--- config.mk ---
export PLATFORM = sky130hd
export DESIGN_NAME = reg_file_bank_flat
export DESIGN_NICKNAME = d
export VERILOG_FILES = /design/src/rtl/reg_file_pkg.sv /design/src/rtl/reg_file_bank_if.sv /design/src/rtl/reg_file_wr_sel.sv /design/src/rtl/reg_file_bank.sv /design/src/flat_wrapper.sv
export SDC_FILE = /design/constraint.sdc
export NUM_CORES = 1
export LEC_CHECK = 0
export ABC_AREA = 1
export ABC_CLOCK_PERIOD_IN_PS = 1150
export BUFFER_PORTS_ARGS = -buffer_cell sky130_fd_sc_hd__buf_4
export CORE_MARGIN = 2
export CORE_UTILIZATION = 40
export CTS_BUF_LIST = sky130_fd_sc_hd__clkbuf_2 sky130_fd_sc_hd__clkbuf_4 sky130_fd_sc_hd__clkbuf_8
export CTS_CLUSTER_SIZE = 16
export DETAILED_ROUTE_END_ITERATION = 8
export REMOVE_ABC_BUFFERS = 1
export SLEW_MARGIN = 20
export SYNTH_ARGS = -nofsm -noshare
export SYNTH_HDL_FRONTEND = slang
export SYNTH_SLANG_ARGS = --single-unit
--- constraint.sdc ---
create_clock -name clk -period 1.15 [get_ports clk]
set_clock_uncertainty 0.15 [all_clocks]
set_input_delay 0.23 -clock clk [delete_from_list [all_inputs] [get_ports clk]]
set_output_delay 0.23 -clock clk [all_outputs]
set_load 0.1 [all_outputs]
--- src/rtl/reg_file_pkg.sv ---
// Shared types for the register bank: write-source encoding and its priority decode.
package reg_file_pkg;

  localparam int unsigned WIDTH_DEFAULT = 16;

  typedef enum logic [1:0] {
    SRC_NONE,
    SRC_ACC,
    SRC_LOAD,
    SRC_SE
  } wr_src_e;

  function automatic wr_src_e wr_src(input logic lacc, input logic ldm, input logic lse);
    if (lacc) return SRC_ACC;
    if (ldm)  return SRC_LOAD;
    if (lse)  return SRC_SE;
    return SRC_NONE;
  endfunction

endpackage

--- src/rtl/reg_file_bank_if.sv ---
// Datapath-side bundle of the register bank: write sources, reserve, two read ports.
interface reg_file_bank_if
  import reg_file_pkg::*;
#(
  parameter int unsigned WIDTH = WIDTH_DEFAULT,
  parameter int unsigned NREGS = 4
);
  localparam int unsigned AW = (NREGS > 1) ? $clog2(NREGS) : 1;

  logic             lacc;
  logic             ldm;
  logic             lse;
  logic [WIDTH-1:0] acc;
  logic [WIDTH-1:0] load;
  logic [WIDTH-1:0] se;
  logic [AW-1:0]    wr_addr;
  logic             rsv;
  logic [AW-1:0]    rsv_addr;
  logic             rd_en;
  logic [AW-1:0]    rd_addr_a;
  logic [AW-1:0]    rd_addr_b;
  logic [WIDTH-1:0] out_a;
  logic [WIDTH-1:0] out_b;
  logic             valid_a;
  logic             valid_b;
  logic [NREGS-1:0] pending;

  modport master (
    output lacc, ldm, lse, acc, load, se, wr_addr, rsv, rsv_addr,
           rd_en, rd_addr_a, rd_addr_b,
    input  out_a, out_b, valid_a, valid_b, pending
  );

  modport slave (
    input  lacc, ldm, lse, acc, load, se, wr_addr, rsv, rsv_addr,
           rd_en, rd_addr_a, rd_addr_b,
    output out_a, out_b, valid_a, valid_b, pending
  );

endinterface

--- src/rtl/reg_file_wr_sel.sv ---
// Fixed-priority write-source select: accumulator over memory load over sign-extend.
module reg_file_wr_sel
  import reg_file_pkg::*;
#(
  parameter int unsigned WIDTH = WIDTH_DEFAULT
) (
  input  logic             lacc,
  input  logic             ldm,
  input  logic             lse,
  input  logic [WIDTH-1:0] acc,
  input  logic [WIDTH-1:0] load,
  input  logic [WIDTH-1:0] se,
  output logic             we,
  output logic [WIDTH-1:0] wdata
);

  always_comb begin
    we    = 1'b0;
    wdata = '0;
    case (wr_src(lacc, ldm, lse))
      SRC_ACC:  begin we = 1'b1; wdata = acc;  end
      SRC_LOAD: begin we = 1'b1; wdata = load; end
      SRC_SE:   begin we = 1'b1; wdata = se;   end
      default:  ;
    endcase
  end

endmodule

--- src/rtl/reg_file_bank.sv ---
// NREGS x WIDTH register bank with pending scoreboard and two registered, bypassed read ports.
module reg_file_bank
  import reg_file_pkg::*;
#(
  parameter int unsigned WIDTH = WIDTH_DEFAULT,
  parameter int unsigned NREGS = 4
) (
  input  logic          clk,
  input  logic          rst,
  reg_file_bank_if.slave bus
);

  localparam int unsigned AW = (NREGS > 1) ? $clog2(NREGS) : 1;

  logic             we;
  logic [WIDTH-1:0] wdata;
  logic             wr_ok;
  logic             rsv_ok;

  logic [WIDTH-1:0] regs_q [NREGS];
  logic [WIDTH-1:0] regs_d [NREGS];
  logic [NREGS-1:0] pending_q;
  logic [NREGS-1:0] pending_d;

  reg_file_wr_sel #(.WIDTH(WIDTH)) u_wr_sel (
    .lacc  (bus.lacc),
    .ldm   (bus.ldm),
    .lse   (bus.lse),
    .acc   (bus.acc),
    .load  (bus.load),
    .se    (bus.se),
    .we    (we),
    .wdata (wdata)
  );

  assign wr_ok  = 32'(bus.wr_addr)  < NREGS;
  assign rsv_ok = 32'(bus.rsv_addr) < NREGS;

  // Reserve is applied after the write so a same-address reserve leaves the register pending.
  always_comb begin
    regs_d    = regs_q;
    pending_d = pending_q;
    if (we && wr_ok) begin
      regs_d[bus.wr_addr]    = wdata;
      pending_d[bus.wr_addr] = 1'b0;
    end
    if (bus.rsv && rsv_ok) begin
      pending_d[bus.rsv_addr] = 1'b1;
    end
  end

  always_ff @(posedge clk or negedge rst) begin
    if (!rst) begin
      regs_q    <= '{default: '0};
      pending_q <= '0;
    end else begin
      regs_q    <= regs_d;
      pending_q <= pending_d;
    end
  end

  for (genvar p = 0; p < 2; p++) begin : g_rd
    logic [AW-1:0]    addr;
    logic             rd_ok;
    logic [WIDTH-1:0] out_d, out_q;
    logic             valid_d, valid_q;

    assign addr  = (p == 0) ? bus.rd_addr_a : bus.rd_addr_b;
    assign rd_ok = 32'(addr) < NREGS;

    // Validity looks at the post-edge scoreboard so same-cycle reserves and writes are seen.
    always_comb begin
      out_d   = out_q;
      valid_d = valid_q;
      if (bus.rd_en) begin
        if (rd_ok) begin
          out_d   = (we && bus.wr_addr == addr) ? wdata : regs_q[addr];
          valid_d = !pending_d[addr];
        end else begin
          out_d   = '0;
          valid_d = 1'b0;
        end
      end
    end

    always_ff @(posedge clk or negedge rst) begin
      if (!rst) begin
        out_q   <= '0;
        valid_q <= 1'b0;
      end else begin
        out_q   <= out_d;
        valid_q <= valid_d;
      end
    end
  end

  assign bus.out_a   = g_rd[0].out_q;
  assign bus.valid_a = g_rd[0].valid_q;
  assign bus.out_b   = g_rd[1].out_q;
  assign bus.valid_b = g_rd[1].valid_q;
  assign bus.pending = pending_q;

endmodule

--- src/flat_wrapper.sv ---
// flat-port wrapper written by rule: the top's interface ports become plain ports
module reg_file_bank_flat import reg_file_pkg::*;
#(
  parameter int unsigned WIDTH = WIDTH_DEFAULT,
  parameter int unsigned NREGS = 4
)
  (clk, rst, bus_lacc, bus_ldm, bus_lse, bus_acc, bus_load, bus_se, bus_wr_addr, bus_rsv, bus_rsv_addr, bus_rd_en, bus_rd_addr_a, bus_rd_addr_b, bus_out_a, bus_out_b, bus_valid_a, bus_valid_b, bus_pending);
  reg_file_bank_if #(.WIDTH(WIDTH), .NREGS(NREGS)) bus_i ();
  input  logic clk;
  input  logic rst;
  input wire logic [$bits(bus_i.lacc)-1:0] bus_lacc;
  input wire logic [$bits(bus_i.ldm)-1:0] bus_ldm;
  input wire logic [$bits(bus_i.lse)-1:0] bus_lse;
  input wire logic [$bits(bus_i.acc)-1:0] bus_acc;
  input wire logic [$bits(bus_i.load)-1:0] bus_load;
  input wire logic [$bits(bus_i.se)-1:0] bus_se;
  input wire logic [$bits(bus_i.wr_addr)-1:0] bus_wr_addr;
  input wire logic [$bits(bus_i.rsv)-1:0] bus_rsv;
  input wire logic [$bits(bus_i.rsv_addr)-1:0] bus_rsv_addr;
  input wire logic [$bits(bus_i.rd_en)-1:0] bus_rd_en;
  input wire logic [$bits(bus_i.rd_addr_a)-1:0] bus_rd_addr_a;
  input wire logic [$bits(bus_i.rd_addr_b)-1:0] bus_rd_addr_b;
  output wire logic [$bits(bus_i.out_a)-1:0] bus_out_a;
  output wire logic [$bits(bus_i.out_b)-1:0] bus_out_b;
  output wire logic [$bits(bus_i.valid_a)-1:0] bus_valid_a;
  output wire logic [$bits(bus_i.valid_b)-1:0] bus_valid_b;
  output wire logic [$bits(bus_i.pending)-1:0] bus_pending;
  assign bus_i.lacc = bus_lacc;
  assign bus_i.ldm = bus_ldm;
  assign bus_i.lse = bus_lse;
  assign bus_i.acc = bus_acc;
  assign bus_i.load = bus_load;
  assign bus_i.se = bus_se;
  assign bus_i.wr_addr = bus_wr_addr;
  assign bus_i.rsv = bus_rsv;
  assign bus_i.rsv_addr = bus_rsv_addr;
  assign bus_i.rd_en = bus_rd_en;
  assign bus_i.rd_addr_a = bus_rd_addr_a;
  assign bus_i.rd_addr_b = bus_rd_addr_b;
  assign bus_out_a = bus_i.out_a;
  assign bus_out_b = bus_i.out_b;
  assign bus_valid_a = bus_i.valid_a;
  assign bus_valid_b = bus_i.valid_b;
  assign bus_pending = bus_i.pending;
  reg_file_bank #(.WIDTH(WIDTH), .NREGS(NREGS)) u_core (.clk(clk), .rst(rst), .bus(bus_i));
endmodule
==> run_results.csv, run 1 <==
group,metric,value,unit
run_status,status,"finished with violations",
run_status,violations,"negative setup slack",
drt,top_layer,"met4",
drt,wl_met1,8730,um
critical_path,path_class,"reg2out",
placed_design,dpl_cell_area,7090,um2
drt,wl_met2,9060,um
synthesis,synth_top_cell_by_area,"dfrtp_1",
synthesis,postSynthCellCount,826,
power_and_ir_drop,power.share.switching,41.3,%
drt,remaining_drc_errors,0,
critical_path,crit_path_end_kind,"primary output",
synthesis,syn_area_per_cell,6.93,um2
floorplan,initial_utilization,41.1,%
critical_path,r2r_slack,-40,ps
grt,grt.total_usage,25.2,%
clock_network,cts_buffers,9,
synthesis,synth_cell_types,23,
synthesis,syn_area,5730,um2
power_and_ir_drop,netSwitchingPower,0.00533,W
drt,avgViaCountPerCell,5.15,
cells_and_area,nets,1070,
drt,drt-total-wl,19300,um
cells_and_area,area_delta_synth_final,50.9,%
grt,grt_max_degree,35,
floorplan,rows,43,
floorplan,io_pins,101,
floorplan,fp.dieH,124,um
grt,grt_overflow,0,
floorplan,core,13900,um2
power_and_ir_drop,ir_drop,0.775,mV
critical_path,critPathLaunchType,"flop",
clock_network,clock_sinks,102,
placed_design,portBuffers,100,
grt,grt_pass1_wl,29400,um
cells_and_area,stdcell_area,8640,um2
power_and_ir_drop,intPower,0.00759,W
timing,tns,-8640,ps
critical_path,r2r-end,"u_core.bus.valid_a",
floorplan,dieArea,15300,um2
synthesis,ys_seq_area_share,44.6,%
critical_path,critPathArrivalTime,1030,ps
timing,rsz0062_at_grt,"true",
drt,wl_per_cell,16.2,um
critical_path,crit_path_max_fanout,2,
power_and_ir_drop,p_leak,4.41,nW
timing,timing.final.ws_setup,-258,ps
timing,fin_hold_ws,30.2,ps
drt,route.met3.wl,1160,um
min_path,min_path_type,"in2reg",
clock_network,path_clk_slew,110,ps
power_and_ir_drop,p_comb_share,44.5,%
critical_path,rr_worst_depth,8,
timing,slew_violations,0,
timing,hold_violations,0,
timing,setup_violations,46,
drt,vias,6141,
min_path,hold_depth,5,
min_path,min_to,"u_core.regs_q[17]",
timing,max-slew-margin-rel,71.9,%
grt,antenna_found_initial,0,
cells_and_area,insertedDiodeCount,0,
cells_and_area,drive_gt1_share,32.6,%
min_path,hold_path_startpoint,"bus_load[1]",
clock_network,clk_latency,400,ps
timing,post-route-min-period,1410,ps
synthesis,synth_warnings,0,
timing,tightest_slew,421,ps
timing,finalCritPeriodShare,122,%
critical_path,crit_chain,"buf_12",
power_and_ir_drop,clock_power_share,19.1,%
clock_network,cts_max_level,3,
synthesis,ys_seq_elements,102,
drt,drtAntennaViolNets,0,
run,maxCapViolCount,0,
placed_design,gp_congestion,0.838,
drt,first_pass_iters,5,
power_and_ir_drop,powerDensity,1500,nW/um2
timing,max_freq,0.710,GHz
critical_path,slowest_stage,"dfrtp_1",
clock_network,cts_tree,"built",
power_and_ir_drop,pwr-share-seq,36.4,%
critical_path,critPathTopFamily,"flip-flops",
grt,grt_pass1_vias,5592,
critical_path,cp_data_required_time,770,ps
clock_network,clockBufferDepth,2,
clock_network,clk_root_buffer_cell,"clkbuf_8",
power_and_ir_drop,total_power,0.0129,W
critical_path,reg2reg_from,"u_core.bus.pending[3]",
drt,drt_iter0_markers,544,
placed_design,dp_hpwl,12500,um
floorplan,die_x,124,um
critical_path,path_buf_inv,1,
critical_path,cp_slowest_stage_delay,440,ps
synthesis,synth_top_area_share,44.6,%
synthesis,synth.area.top_cells,"dfrtp_1 (45%), nand2_1 (29%), a21oi_1 (4.7%)",
kinds of logic (layout without fill, tap and decap cells):
family / Yosys count / count (layout) / synth area share, %
flip-flops: 102 / 102 / 44.6
AO/OA/AOI/OAI: 121 / 121 / 10.8
buffers and inverters: 74 / 260 / 6.40
AND/OR/NAND/NOR: 527 / 527 / 37.9
XOR/XNOR: 2 / 2 / 0.306
power by group through the flow:
stage	clock, W	combinational [W]	sequential (W)
2_1_floorplan	0	0.00132	0.00627
3_3_place_gp	0	0.00444	0.00462
3_5_place_dp	0	0.00447	0.00462
4_1_cts	0.00250	0.00515	0.00467
5_1_grt	0.00264	0.00613	0.00476
6_report	0.00247	0.00576	0.00470
synth_stat cells (all sizes together):
cell    count
a21oi      55
nand2     450
clkbuf     13
inv        28
nand4       2
buf        33
xnor2       2
dfrtp     102
nor2       22
nand3      53
o21ai      66
flip-flops by register name, summed over array words and instances (netlist names):
signal              count
u_core.bus.out_b       16
u_core.bus.valid_b      1
u_core.bus.pending      4
u_core.regs_q          64
u_core.bus.valid_a      1
u_core.bus.out_a       16
layout by cell type, fill, tap and decap left out, drive strengths merged:
cell type    synthesis  routed
buf                 33     213
a21oi               55      55
clkinv               0       5
nor2                22      22
nand2              450     450
dfrtp              102     102
nand4                2       2
xnor2                2       2
clkbuf              13      12
o21ai               66      66
nand3               53      53
dlygate4sd3          0       2
inv                 28      27
bufinv               0       1
per-stage QoR:
step | instances | utilization [%] | setup WS (ps)
global placement | 1126 | 50.9 | -454
CTS | 1156 | 56.4 | -263
finish | 1192 | 62.0 | -258
global route | 1192 | 62.0 | -284
floorplan | 780 | - | -659
detailed placement | 1126 | 50.9 | -484
cell type report:
cell class | instances | area [um2]
Sequential cell | 102 | 2550
Inverter | 28 | 118
Timing Repair Buffer | 216 | 2340
Clock inverter | 5 | 57.6
Multi-Input combinational cell | 650 | 3200
Clock buffer | 11 | 151
Fill cell | 1236 | 5290
Tap cell | 180 | 225
repair_timing:
| action | in CTS | in global routing |
|---|---|---|
| hold buffers | 2 | 0 |
| endpoints found under the setup margin | 56 | 110 |
| setup buffers | 12 | 35 |
| pin swaps | 1 | 116 |
| cloned | 0 | 1 |
| resized for setup | 112 | 132 |
| endpoints found under the hold margin | 103 | 0 |
worst max path at each step:
| stage | depth (start not counted) | slack, ps | to | startpoint |
|---|---|---|---|---|
| 2_1_floorplan | 6 | -660 | u_core.bus.out_a[0] | bus_rd_addr_a[0] |
| 3_3_place_gp | 9 | -450 | u_core.bus.out_b[8] | bus_ldm |
| 3_5_place_dp | 9 | -480 | u_core.bus.out_b[11] | bus_ldm |
| 4_1_cts | 1 | -260 | bus_out_a[15] | u_core.bus.out_a[15] |
| 5_1_grt | 1 | -280 | bus_out_a[15] | u_core.bus.out_a[15] |
| 6_report | 1 | -260 | bus_pending[3] | u_core.bus.pending[3] |
layer usage:
layer	up-vias	GRT usage, %
met4	0	8.66
met1	2919	35.2
met2	222	40.1
met3	26	3.75
li1	2974	-
met5	-	0
No activity file was read; power rests on OpenSTA's default activity.
==> run 2, diff against run 1 <==
==> constraint.sdc (replaced) <==
create_clock -name clk -period 1.15 [get_ports clk]
set_clock_uncertainty 0.15 [all_clocks]
set_input_delay 0.345 -clock clk [delete_from_list [all_inputs] [get_ports clk]]
set_output_delay 0.345 -clock clk [all_outputs]
set_load 0.1 [all_outputs]
==> run 2 against run 1 <==
The flow still finishes with violations (negative setup slack). Sequential share of layout area decreased by 1.8 points. Critical endpoint unchanged. Routed wire length increased by 0.65%. Critical path depth unchanged. Clock-buffer cell count decreased by 1. First-iteration DRC count decreased by 11%. Sequential cell count unchanged. Setup slack got worse by 100 ps. Highest routed layer unchanged. Register-to-register slack got worse by 130 ps.
==> run_results.csv, run 2 (synthesized netlist as in run 1, its figures left out) <==
group,metric,value,unit
timing,slew_violations,0,
power_and_ir_drop,total_power,0.0138,W
cells_and_area,instances_no_fill,1188,
clock_network,clock_sinks,102,
timing,hold_violations,0,
cells_and_area,stdcell_area,9210,um2
clock_network,clk_latency,390,ps
cells_and_area,drive_gt1_share,39.4,%
critical_path,critPathTopFamily,"flip-flops",
drt,remaining_drc_errors,0,
cells_and_area,top_register,"u_core.regs_q",
critical_path,crit_path_end_kind,"primary output",
floorplan,fp.dieH,124,um
timing,max_freq,0.662,GHz
floorplan,core,13900,um2
critical_path,cp_slowest_stage_delay,450,ps
drt,first_pass_iters,5,
cells_and_area,insertedDiodeCount,0,
run,maxCapViolCount,0,
placed_design,dpl_cell_area,7100,um2
grt,grt.total_usage,25.8,%
run_status,violations,"negative setup slack",
power_and_ir_drop,ir_drop,0.806,mV
clock_network,cts_tree,"built",
grt,grt_pass1_vias,5723,
drt,drtAntennaViolNets,0,
drt,wl_per_cell,16.4,um
critical_path,slowest_stage,"dfrtp_2",
grt,grt_max_degree,46,
clock_network,clk_root_buffer_cell,"clkbuf_8",
timing,rsz0062_at_grt,"true",
placed_design,gp_congestion,0.850,
timing,fin_hold_ws,151,ps
grt,grt_overflow,0,
drt,drt-total-wl,19500,um
placed_design,dp_hpwl,12400,um
critical_path,path_buf_inv,1,
clock_network,cts_max_level,3,
run_status,status,"finished with violations",
critical_path,critPathArrivalTime,1010,ps
floorplan,io_pins,101,
timing,tightest_slew,323,ps
min_path,min_path_type,"in2reg",
timing,setup_violations,70,
floorplan,dieArea,15300,um2
cells_and_area,multi_input_area,3550,um2
critical_path,path_class,"reg2out",
critical_path,crit_path_max_fanout,2,
cells_and_area,final_common_cell,"nand2_1",
critical_path,crit_chain,"buf_12",
clock_network,path_clk_slew,100,ps
grt,grt_pass1_wl,30000,um
placed_design,portBuffers,100,
cells_and_area,fillers,1172,
timing,finalCritPeriodShare,131,%
drt,avgViaCountPerCell,5.18,
power_and_ir_drop,powerDensity,1500,nW/um2
drt,vias,6159,
clock_network,cts_buffers,9,
cells_and_area,final_cell_mix,"nand2_1 (380), buf_4 (125), dfrtp_1 (101)",
floorplan,initial_utilization,41.1,%
clock_network,clockBufferDepth,2,
floorplan,die_x,124,um
critical_path,cp_data_required_time,650,ps
critical_path,critPathLaunchType,"flop",
timing,timing.final.ws_setup,-360,ps
timing,max-slew-margin-rel,78.5,%
cells_and_area,nets,1066,
timing,post-route-min-period,1510,ps
cells_and_area,regArea,2550,um2
cells_and_area,largest_reg_flops,64,
cells_and_area,fin_util,66.1,%
drt,drt_iter0_markers,483,
floorplan,rows,43,
power_and_ir_drop,p_leak,4.57,nW
placed_design,place_inst,1127,
cells_and_area,area_delta_synth_final,60.9,%
grt,antenna_found_initial,0,
run 2: per-layer routing:
layer	vias up	track usage (%)	part of all wire, %
li1	2971	-	-
met1	2939	36.0	43
met2	217	41.4	48
met3	32	3.80	6.3
met4	0	7.81	2.2
met5	-	0	0
run 2: report_power, final:
group	leakage (nW)	switching, W	internal (W)
clock	0.132	0.00135	0.00172
combinational	3.16	0.00361	0.00240
sequential	1.28	0.000526	0.00418
total	4.57	0.00549	0.00830
run 2: worst reg2reg max path, delay by kind of cell, from the launching register on:
kind / cells / cell delay (ps)
buffers and inverters: 2 / 250
flip-flops: 1 / 450
AND/OR/NAND/NOR: 7 / 410
run 2: area by class of cell:
class	count	share of cell area (%)
tap	180	2.44
clock buffer	10	1.49
sequential	102	27.7
inverter	28	1.53
multi-input combinational	650	38.5
clock inverter	6	1.44
timing repair inverter	1	0.0815
timing repair buffer	211	26.8
run 2: final timing paths:
path                                        from                  to  slack [ps]  cells past startpoint
max                        u_core.bus.pending[3]      bus_pending[3]        -360                      1
min                                  bus_load[8]   u_core.regs_q[24]         150                      5
max reg2reg                u_core.bus.pending[3]  u_core.bus.valid_a        -170                      9
min reg2reg                    u_core.regs_q[32]   u_core.regs_q[32]         360                      2
max in group asynchronous                    rst    u_core.regs_q[8]         250                      3
min in group asynchronous                    rst   u_core.regs_q[20]         310                      3
run 2: timing repair:
| item | CTS | global route |
|---|---|---|
| buffers inserted | 19 | 22 |
| endpoints found under the hold margin | 102 | 0 |
| pin swaps | 31 | 82 |
| hold buffers | 1 | 0 |
| resized for setup | 222 | 166 |
| setup endpoints to repair | 130 | 129 |
| cloned | 3 | 3 |
run 2: per-stage QoR:
step                TNS (ps)  setup WS [ps]
detailed placement    -47960           -570
global route          -17320           -384
floorplan             -42350           -774
finish                -14540           -360
global placement      -47030           -558
CTS                   -14920           -370
==> run 3, diff against run 2 <==
--- a/config.mk
+++ b/config.mk
@@ -7,12 +7,12 @@
 export LEC_CHECK = 0
 export ABC_AREA = 1
 export ABC_CLOCK_PERIOD_IN_PS = 1150
-export BUFFER_PORTS_ARGS = -buffer_cell sky130_fd_sc_hd__buf_4
 export CORE_MARGIN = 2
 export CORE_UTILIZATION = 40
 export CTS_BUF_LIST = sky130_fd_sc_hd__clkbuf_2 sky130_fd_sc_hd__clkbuf_4 sky130_fd_sc_hd__clkbuf_8
 export CTS_CLUSTER_SIZE = 16
 export DETAILED_ROUTE_END_ITERATION = 8
+export DONT_BUFFER_PORTS = 1
 export REMOVE_ABC_BUFFERS = 1
 export SLEW_MARGIN = 20
 export SYNTH_ARGS = -nofsm -noshare
==> run 3 against run 2 <==
The run ends with negative hold slack, negative setup slack left. Core utilization down 10 points. Routed wire length shrank 6.3%. Clock power shrank 30%. Final cell count fell by 7.5%. Sequential share of layout area grew 4.9 points. Setup slack improved by 22 ps. Clock-buffer cell count is 2 higher. Hold slack worse by 670 ps. Maximum frequency up 1.5%. Sequential cell count unchanged. Register-to-register slack better by 150 ps. Critical path type unchanged.
==> run_results.csv, run 3 (synthesized netlist as in run 1, its figures left out) <==
group,metric,value,unit
run_status,status,"finished with violations",
run_status,violations,"negative hold slack, negative setup slack",
clock_network,cts_max_level,3,
timing,tns,-12170,ps
critical_path,critPathLaunchType,"flop",
drt,avgViaCountPerCell,5.28,
floorplan,die_x,124,um
grt,antenna_found_initial,0,
min_path,min_path_type,"in2async",
critical_path,crit_path_max_fanout,2,
placed_design,portBuffers,0,
floorplan,io_pins,101,
cells_and_area,final_cell_mix,"nand2_1 (431), dfrtp_1 (102), buf_4 (63)",
timing,timing.final.ws_setup,-338,ps
critical_path,cp_slowest_stage_delay,430,ps
critical_path,path_class,"reg2out",
timing,post-route-min-period,1490,ps
grt,grt_overflow,0,
critical_path,slowest_stage,"dfrtp_1",
timing,hold_violations,122,
clock_network,clk_latency,390,ps
critical_path,critPathTopFamily,"flip-flops",
floorplan,initial_utilization,41.1,%
drt,remaining_drc_errors,0,
clock_network,path_clk_slew,100,ps
grt,grt_max_degree,103,
power_and_ir_drop,ir_drop,0.814,mV
timing,max-slew-margin-rel,73.7,%
drt,wl_per_cell,16.6,um
power_and_ir_drop,powerDensity,1540,nW/um2
drt,first_pass_iters,7,
clock_network,cts_tree,"built",
clock_network,clockBufferDepth,2,
cells_and_area,area_delta_synth_final,36.6,%
grt,grt_pass1_wl,28100,um
timing,max_freq,0.672,GHz
cells_and_area,insertedDiodeCount,0,
grt,grt_pass1_vias,5269,
critical_path,critPathArrivalTime,990,ps
drt,drt_iter0_markers,487,
clock_network,clock_sinks,102,
run,maxCapViolCount,0,
timing,finalCritPeriodShare,129,%
clock_network,ctsHoldBuffers,2,
drt,drtAntennaViolNets,0,
grt,grt.total_usage,24.3,%
timing,fin_hold_ws,-515,ps
critical_path,path_buf_inv,1,
placed_design,gp_congestion,0.853,
floorplan,fp.dieH,124,um
drt,drt-total-wl,18200,um
cells_and_area,nets,979,
placed_design,dp_hpwl,11500,um
critical_path,crit_chain,"buf_12",
power_and_ir_drop,p_leak,3.89,nW
timing,rsz0062_at_grt,"true",
clock_network,cts_buffers,9,
critical_path,cp_data_required_time,650,ps
floorplan,core,13900,um2
timing,tightest_slew,393,ps
cells_and_area,fillers,1271,
cells_and_area,final_common_cell,"nand2_1",
critical_path,crit_path_end_kind,"primary output",
floorplan,rows,43,
drt,vias,5801,
clock_network,clk_root_buffer_cell,"clkbuf_8",
cells_and_area,top_register,"u_core.regs_q",
floorplan,dieArea,15300,um2
timing,setup_violations,46,
cells_and_area,drive_gt1_share,25.9,%
timing,slew_violations,0,
cells_and_area,largest_reg_flops,64,
## run 3: cell count changes in the layout (fill, tap and decap cells not counted), moves of 9 or more
| cell | before | now |
|---|---|---|
| buf_4 | 125 | 63 |
| nand2_1 | 380 | 431 |
| nand2_2 | 50 | 14 |
| nand2_4 | 19 | 4 |
| a21oi_2 | 19 | 32 |
| buf_6 | 20 | 7 |
| o21ai_1 | 30 | 40 |
| nand3_4 | 17 | 8 |
| o21ai_2 | 20 | 11 |
## run 3: final timing paths
| check | from | end | slack, ps | depth (start not counted) |
|---|---|---|---|---|
| worst max-delay path | u_core.bus.out_b[13] | bus_out_b[13] | -340 | 1 |
| worst min-delay path | rst | u_core.bus.out_b[1] | -510 | 0 |
| worst max register to register | u_core.bus.pending[0] | u_core.bus.valid_b | -20 | 8 |
| worst min register to register | u_core.regs_q[55] | u_core.regs_q[55] | 360 | 2 |
| max in group asynchronous | rst | u_core.regs_q[55] | 1140 | 0 |
| min in group clk | bus_rd_en | u_core.bus.out_a[13] | -80 | 2 |
## run 3: layout make-up
| class | count | area (um2) | area share (%) |
|---|---|---|---|
| Timing Repair Buffer | 125 | 1630 | 20.9 |
| Sequential cell | 102 | 2550 | 32.6 |
| Multi-Input combinational cell | 650 | 3140 | 40.1 |
| Clock inverter | 2 | 10.0 | 0.128 |
| Clock buffer | 12 | 153 | 1.95 |
| Tap cell | 180 | 225 | 2.88 |
| Inverter | 28 | 113 | 1.44 |
## run 3: metal layers
layer / vias to the layer above / share of wire (%) / global-route usage, %
met2: 235 / 46 / 36.6
met5: - / 0 / 0
li1: 2789 / - / -
met1: 2754 / 45 / 34.7
met3: 23 / 7.7 / 4.17
met4: 0 / 1.8 / 9.87
## run 3: stage by stage
stage                     power (W)  cell area [um2]  utilization [%]  cells  worst slack (ps)
after floorplan             0.00759             5470                -    780              -774
after detailed placement    0.00934             6890             49.5   1048              -511
final                        0.0121             7830             56.2   1099              -338
after global routing         0.0126             7830             56.2   1099              -364
after CTS                    0.0116             7220             51.8   1070              -356
after global placement      0.00930             6890             49.5   1048              -466
## run 3: timing repair
item | 4_1_cts | 5_1_grt
endpoints found under the setup margin | 84 | 86
gates cloned | 0 | 2
gates resized for setup | 24 | 109
setup buffers | 6 | 27
endpoints found under the hold margin | 124 | 122
pin swaps | 11 | 105
## run 3: power by group
part / leakage (nW) / switching (W) / total, W / internal (W)
logic: 2.52 / 0.00323 / 0.00528 / 0.00205
registers: 1.28 / 0.000480 / 0.00466 / 0.00418
clock network: 0.0889 / 0.00127 / 0.00214 / 0.000868
